**src/rtl/debounce_pulse_gen.sv**
```systemverilog
// debounce_pulse_gen: debounces a raw button into a clean level plus one-cycle press/release strobes; define AUTO_REPEAT_EN for held-button repeat presses
module debounce_pulse_gen #(
    parameter int STABLE_CYCLES = 1_000_000,
    parameter int SYNC_STAGES   = 2,
    parameter int REPEAT_DELAY  = 50_000_000,
    parameter int REPEAT_PERIOD = 10_000_000
) (
    input  logic clk,
    input  logic rst,
    input  logic btn_in,
    output logic btn_level,
    output logic press_pulse,
    output logic release_pulse
);
    localparam int CW = $clog2(STABLE_CYCLES);

    typedef enum logic [1:0] {IDLE_LOW, WAIT_HIGH, IDLE_HIGH, WAIT_LOW} state_t;

    state_t                 state, state_n;
    logic [SYNC_STAGES-1:0] sync_q;
    logic                   sync;
    logic [CW-1:0]          cnt, cnt_n;
    logic                   level_n, press_n, release_n;
    logic                   rpt_fire;

    assign sync = sync_q[SYNC_STAGES-1];

    if (STABLE_CYCLES < 2 || SYNC_STAGES < 2 || REPEAT_DELAY < 1 || REPEAT_PERIOD < 1) begin : g_bad_params
        $error("debounce_pulse_gen: parameter out of range");
    end

`ifdef AUTO_REPEAT_EN
    localparam int RMAX = REPEAT_DELAY > REPEAT_PERIOD ? REPEAT_DELAY : REPEAT_PERIOD;
    localparam int RW   = RMAX > 1 ? $clog2(RMAX) : 1;

    logic [RW-1:0] rpt_cnt;
    logic          rpt_rep;
    logic          rpt_hit;

    assign rpt_hit  = rpt_cnt == (rpt_rep ? RW'(REPEAT_PERIOD - 1) : RW'(REPEAT_DELAY - 1));
    assign rpt_fire = state == IDLE_HIGH && sync && rpt_hit;

    // repeat timer: runs while steadily held, freezes through a release bounce, clears once low
    always_ff @(posedge clk) begin
        if (!rst || state == IDLE_LOW || state == WAIT_HIGH) begin
            rpt_cnt <= '0;
            rpt_rep <= 1'b0;
        end else if (state == IDLE_HIGH && sync) begin
            rpt_cnt <= rpt_hit ? '0 : rpt_cnt + 1'b1;
            rpt_rep <= rpt_rep | rpt_hit;
        end
    end
`else
    assign rpt_fire = 1'b0;
`endif

    // synchronizer chain, FSM state, stability counter and registered outputs
    always_ff @(posedge clk) begin
        if (!rst) begin
            sync_q        <= '0;
            state         <= IDLE_LOW;
            cnt           <= '0;
            btn_level     <= 1'b0;
            press_pulse   <= 1'b0;
            release_pulse <= 1'b0;
        end else begin
            sync_q        <= {sync_q[SYNC_STAGES-2:0], btn_in};
            state         <= state_n;
            cnt           <= cnt_n;
            btn_level     <= level_n;
            press_pulse   <= press_n;
            release_pulse <= release_n;
        end
    end

    // next state: a new level is accepted only after STABLE_CYCLES unbroken samples
    always_comb begin
        state_n   = state;
        cnt_n     = cnt;
        level_n   = btn_level;
        press_n   = 1'b0;
        release_n = 1'b0;
        case (state)
            IDLE_LOW: begin
                if (sync) begin
                    state_n = WAIT_HIGH;
                    cnt_n   = '0;
                end
            end
            WAIT_HIGH: begin
                if (!sync) state_n = IDLE_LOW;
                else if (cnt == CW'(STABLE_CYCLES - 1)) begin
                    state_n = IDLE_HIGH;
                    level_n = 1'b1;
                    press_n = 1'b1;
                end else cnt_n = cnt + 1'b1;
            end
            IDLE_HIGH: begin
                if (!sync) begin
                    state_n = WAIT_LOW;
                    cnt_n   = '0;
                end else press_n = rpt_fire;
            end
            WAIT_LOW: begin
                if (sync) state_n = IDLE_HIGH;
                else if (cnt == CW'(STABLE_CYCLES - 1)) begin
                    state_n   = IDLE_LOW;
                    level_n   = 1'b0;
                    release_n = 1'b1;
                end else cnt_n = cnt + 1'b1;
            end
        endcase
    end
endmodule

```
**config.mk**
```make
export PLATFORM = sky130hd
export DESIGN_NAME = debounce_pulse_gen
export DESIGN_NICKNAME = d
export VERILOG_FILES = /design/src/rtl/debounce_pulse_gen.sv
export SDC_FILE = /design/constraint.sdc
export NUM_CORES = 1
export LEC_CHECK = 0
export BUFFER_PORTS_ARGS = -buffer_cell sky130_fd_sc_hd__buf_2
export CAP_MARGIN = 20
export CORE_ASPECT_RATIO = 1.4
export CORE_MARGIN = 4
export CORE_UTILIZATION = 55
export DETAILED_ROUTE_END_ITERATION = 10
export PLACE_DENSITY = 0.72
export SLEW_MARGIN = 5
export SYNTH_ARGS = -nofsm -noshare
export SYNTH_HDL_FRONTEND = slang
export SYNTH_SLANG_ARGS = --single-unit
```
**constraint.sdc**
```tcl
create_clock -name clk -period 3.7 [get_ports clk]
set_clock_uncertainty 0.1 [all_clocks]
set_input_delay 0.37 -clock clk [delete_from_list [all_inputs] [get_ports clk]]
set_output_delay 0.37 -clock clk [all_outputs]
set_load 0.05 [all_outputs]
```
==> out/qor.tcl <==
set qor(post-route-cell-area_sq_um) 1493
set qor(clock_path_buffers) 2
set qor(most-common-layout-cells) {dfxtp_1, nand2_1, a21oi_1}
set qor(final_min_period_over_clock_period_pct) 71.25
set qor(floorplan.die.width_um) 51.31
set qor(vdd_ir_drop_max_mv) 0.1781
set qor(worstSkewPairLatency_ns) 0.32
set qor(grt_pass1_vias) 1290
set qor(filler_cell_count) 229
set qor(remaining_max_slew_budget_at_the_tightest_pin_pct) 37.09
set qor(arrival_ns) 2.74
set qor(fin_hold_ws_ns) 0.1417
set qor(totalWireLength_mm) 3.226
set qor(async_reset_ff_share_pct) 0
set qor(fin_crit_ns) 2.636
set qor(route.detailed.drc) 0
set qor(min_path_type) {input port to register}
set qor(drt_pre_antenna_iters) 4
set qor(drv.max_cap_violation_count) 0
set qor(post_cts.repair.setup_buffers) 0
set qor(synth_sequential_area_ratio_pct) 37.44
set qor(placement.cell_area_sq_um) 1465
set qor(grt_start_max_net_pins) 25
set qor(worst-path-max-fanout) 24
set qor(die-area_sq_um) 3521
set qor(design.portCount) 6
set qor(syn-cell-area_sq_um) 1444
set qor(postSynthCellCount) 174
set qor(syn_area_per_cell_sq_um) 8.298
set qor(leakagePower_nw) 0.4562
set qor(status) {completed}
set qor(max_freq_mhz) 379.3
set qor(end_kind) {register}
set qor(detail_route.iter0.violations) 71
set qor(grt_pass1_wl_mm) 5.678
set qor(port_buffers) 5
set qor(setup_viol) 0
set qor(cts.reportedPaths.clkPinSlew_ns) 0.15
set qor(tritoncts.num_buffers) 3
set qor(hold_viol) 0
set qor(design_power_total_w) 0.0004545
set qor(timing.reg2reg.setup_slack_ns) 1.06
set qor(power_per_cell_area_nw_per_um2) 304.5
set qor(fin_util_pct) 61.09
set qor(vias_per_cell) 6.367
set qor(cts-htree-levels) 1
set qor(post_route_cells_drive_above_1_share_pct) 14.20
set qor(design.final.nets) 181
set qor(ys_dominant_reg_cell) {dfxtp_1}
set qor(die_y_um) 68.63
set qor(n_antenna_cell) 0
set qor(type_of_the_worst_setup_path) {register to register}
set qor(core-area_sq_um) 2444
set qor(mostFrequentLayoutCell) {dfxtp_1}
set qor(multi_input_gate_area_sq_um) 830.8
set qor(synth-warning-count) 0
set qor(route.antenna.remaining_nets) 0
set qor(layout.area.seq_sq_um) 540.5
set qor(globalRoute.totalOverflow) 0
set qor(clock_tree_from_tritoncts) {yes}
set qor(start_kind) {register}
set qor(nets_in_the_synthesized_netlist) 178
set qor(max_slew_vio_count) 0
set qor(number_of_antenna_violations_at_the_first_check_in_global_routing) 0
set qor(cts_hold_buffers_added) 0
set qor(cts_root_buffer) {clkbuf_4}
set qor(rsz0062_at_grt) {false}
set qor(resized_gates_after_cts) 0
set qor(worst-slew-pin-transition_ns) 0.9369
set qor(vias) 1337
set qor(register_bit_total_from_synthesis) 27
set qor(ys_types) 48
set qor(hpwlAfterDp_mm) 2.251
set qor(place_congestion) 0.8005
set qor(worstPathRequired_ns) 3.80
set qor(synth-edff-count) 0
set qor(grt_usage_pct) 20.79
set qor(core.rowCount) 21
set qor(detail_route.wl_per_cell_um) 15.36
set qor(tns_ns) 0
set qor(initial_core_util_pct) 59.09
set qor(area_overhead_of_the_layout_relative_to_synthesis_pct) 3.379
set qor(clock_sink_count) 27
-- worst paths after layout --
check | from | depth (start not counted) | to
setup reg to reg | cnt[11] | 5 | cnt[15]
hold / removal | btn_in | 2 | sync_q[0]
hold reg to reg | sync_q[0] | 1 | sync_q[1]
setup / recovery | cnt[11] | 5 | cnt[15]
-- per-layer routing --
layer	track usage (%)	vias to the layer above	wire length, um
met3	2.366	4	193
met2	38.55	55	1682
met1	24.97	630	1329
met5	0	-	0
li1	-	648	-
met4	6.557	0	22
-- cells by family after synthesis --
| logic type | Yosys count | synth area share [%] |
|---|---|---|
| mux | 2 | 1.387 |
| flops | 27 | 37.44 |
| buf+inv | 13 | 5.025 |
| compound gates | 50 | 24.78 |
| simple gates | 80 | 29.90 |
| xor+xnor | 1 | 0.6067 |
| fa+ha+maj | 1 | 0.8664 |
-- final cells by class --
class	instances	area share [%]
Timing Repair Buffer	6	2.179
Tap cell	34	2.850
Inverter	5	1.257
Clock buffer	3	1.509
Sequential cell	27	36.21
Clock inverter	1	0.3353
Multi-Input combinational cell	134	55.66
-- cell usage after synthesis, types with 2 or more instances --
library cell,n,area (sq um)
a21o_1,2,15.01
a21oi_1,20,100.1
a2bb2oi_1,2,17.52
a31oi_1,3,18.77
and2_1,2,12.51
buf_6,3,33.78
clkbuf_1,4,15.01
dfxtp_1,27,540.5
inv_1,4,15.01
mux2i_1,2,20.02
nand2_1,20,75.07
nand2b_1,2,12.51
nand3_1,11,55.05
nand4_1,3,18.77
nor2_1,15,56.30
nor3_1,4,20.02
nor3b_1,2,15.01
o211ai_1,2,15.01
o21ai_0,5,25.02
o22ai_2,4,50.05
o31ai_1,3,22.52
o41ai_1,2,17.52
or2_2,2,12.51
or3_1,2,12.51
or3_2,3,22.52
or4_1,3,22.52
-- registers in the layout, indices dropped and copies added, names as in the netlist, named ones only --
register / cells
cnt: 20
sync_q: 2
btn_level: 1
press_pulse: 1
release_pulse: 1
state: 1
-- power breakdown --
| part | internal, W | total (W) | switching [W] | leakage, nW |
|---|---|---|---|---|
| clock | 0.0000405 | 0.000128 | 0.0000873 | 0.0177 |
| combinational | 0.00000741 | 0.0000301 | 0.0000227 | 0.220 |
| sequential | 0.000294 | 0.000297 | 0.00000249 | 0.218 |
| total | 0.000342 | 0.000454 | 0.000112 | 0.456 |
-- worst max-delay path, cell delays in order (launching register included) --
cell	delay [ns]
dfxtp_1	0.40
or4b_1	0.53
or4_4	0.56
o21bai_4	0.47
or2_2	0.34
o41ai_1	0.11
-- through the flow --
stage	cells	setup slack [ns]
6_report	210	1.064
5_1_grt	210	0.9330
4_1_cts	210	1.065
3_5_place_dp	206	1.097
3_3_place_gp	206	1.143
2_1_floorplan	174	1.584
No activity file was read; power rests on OpenSTA's default activity.
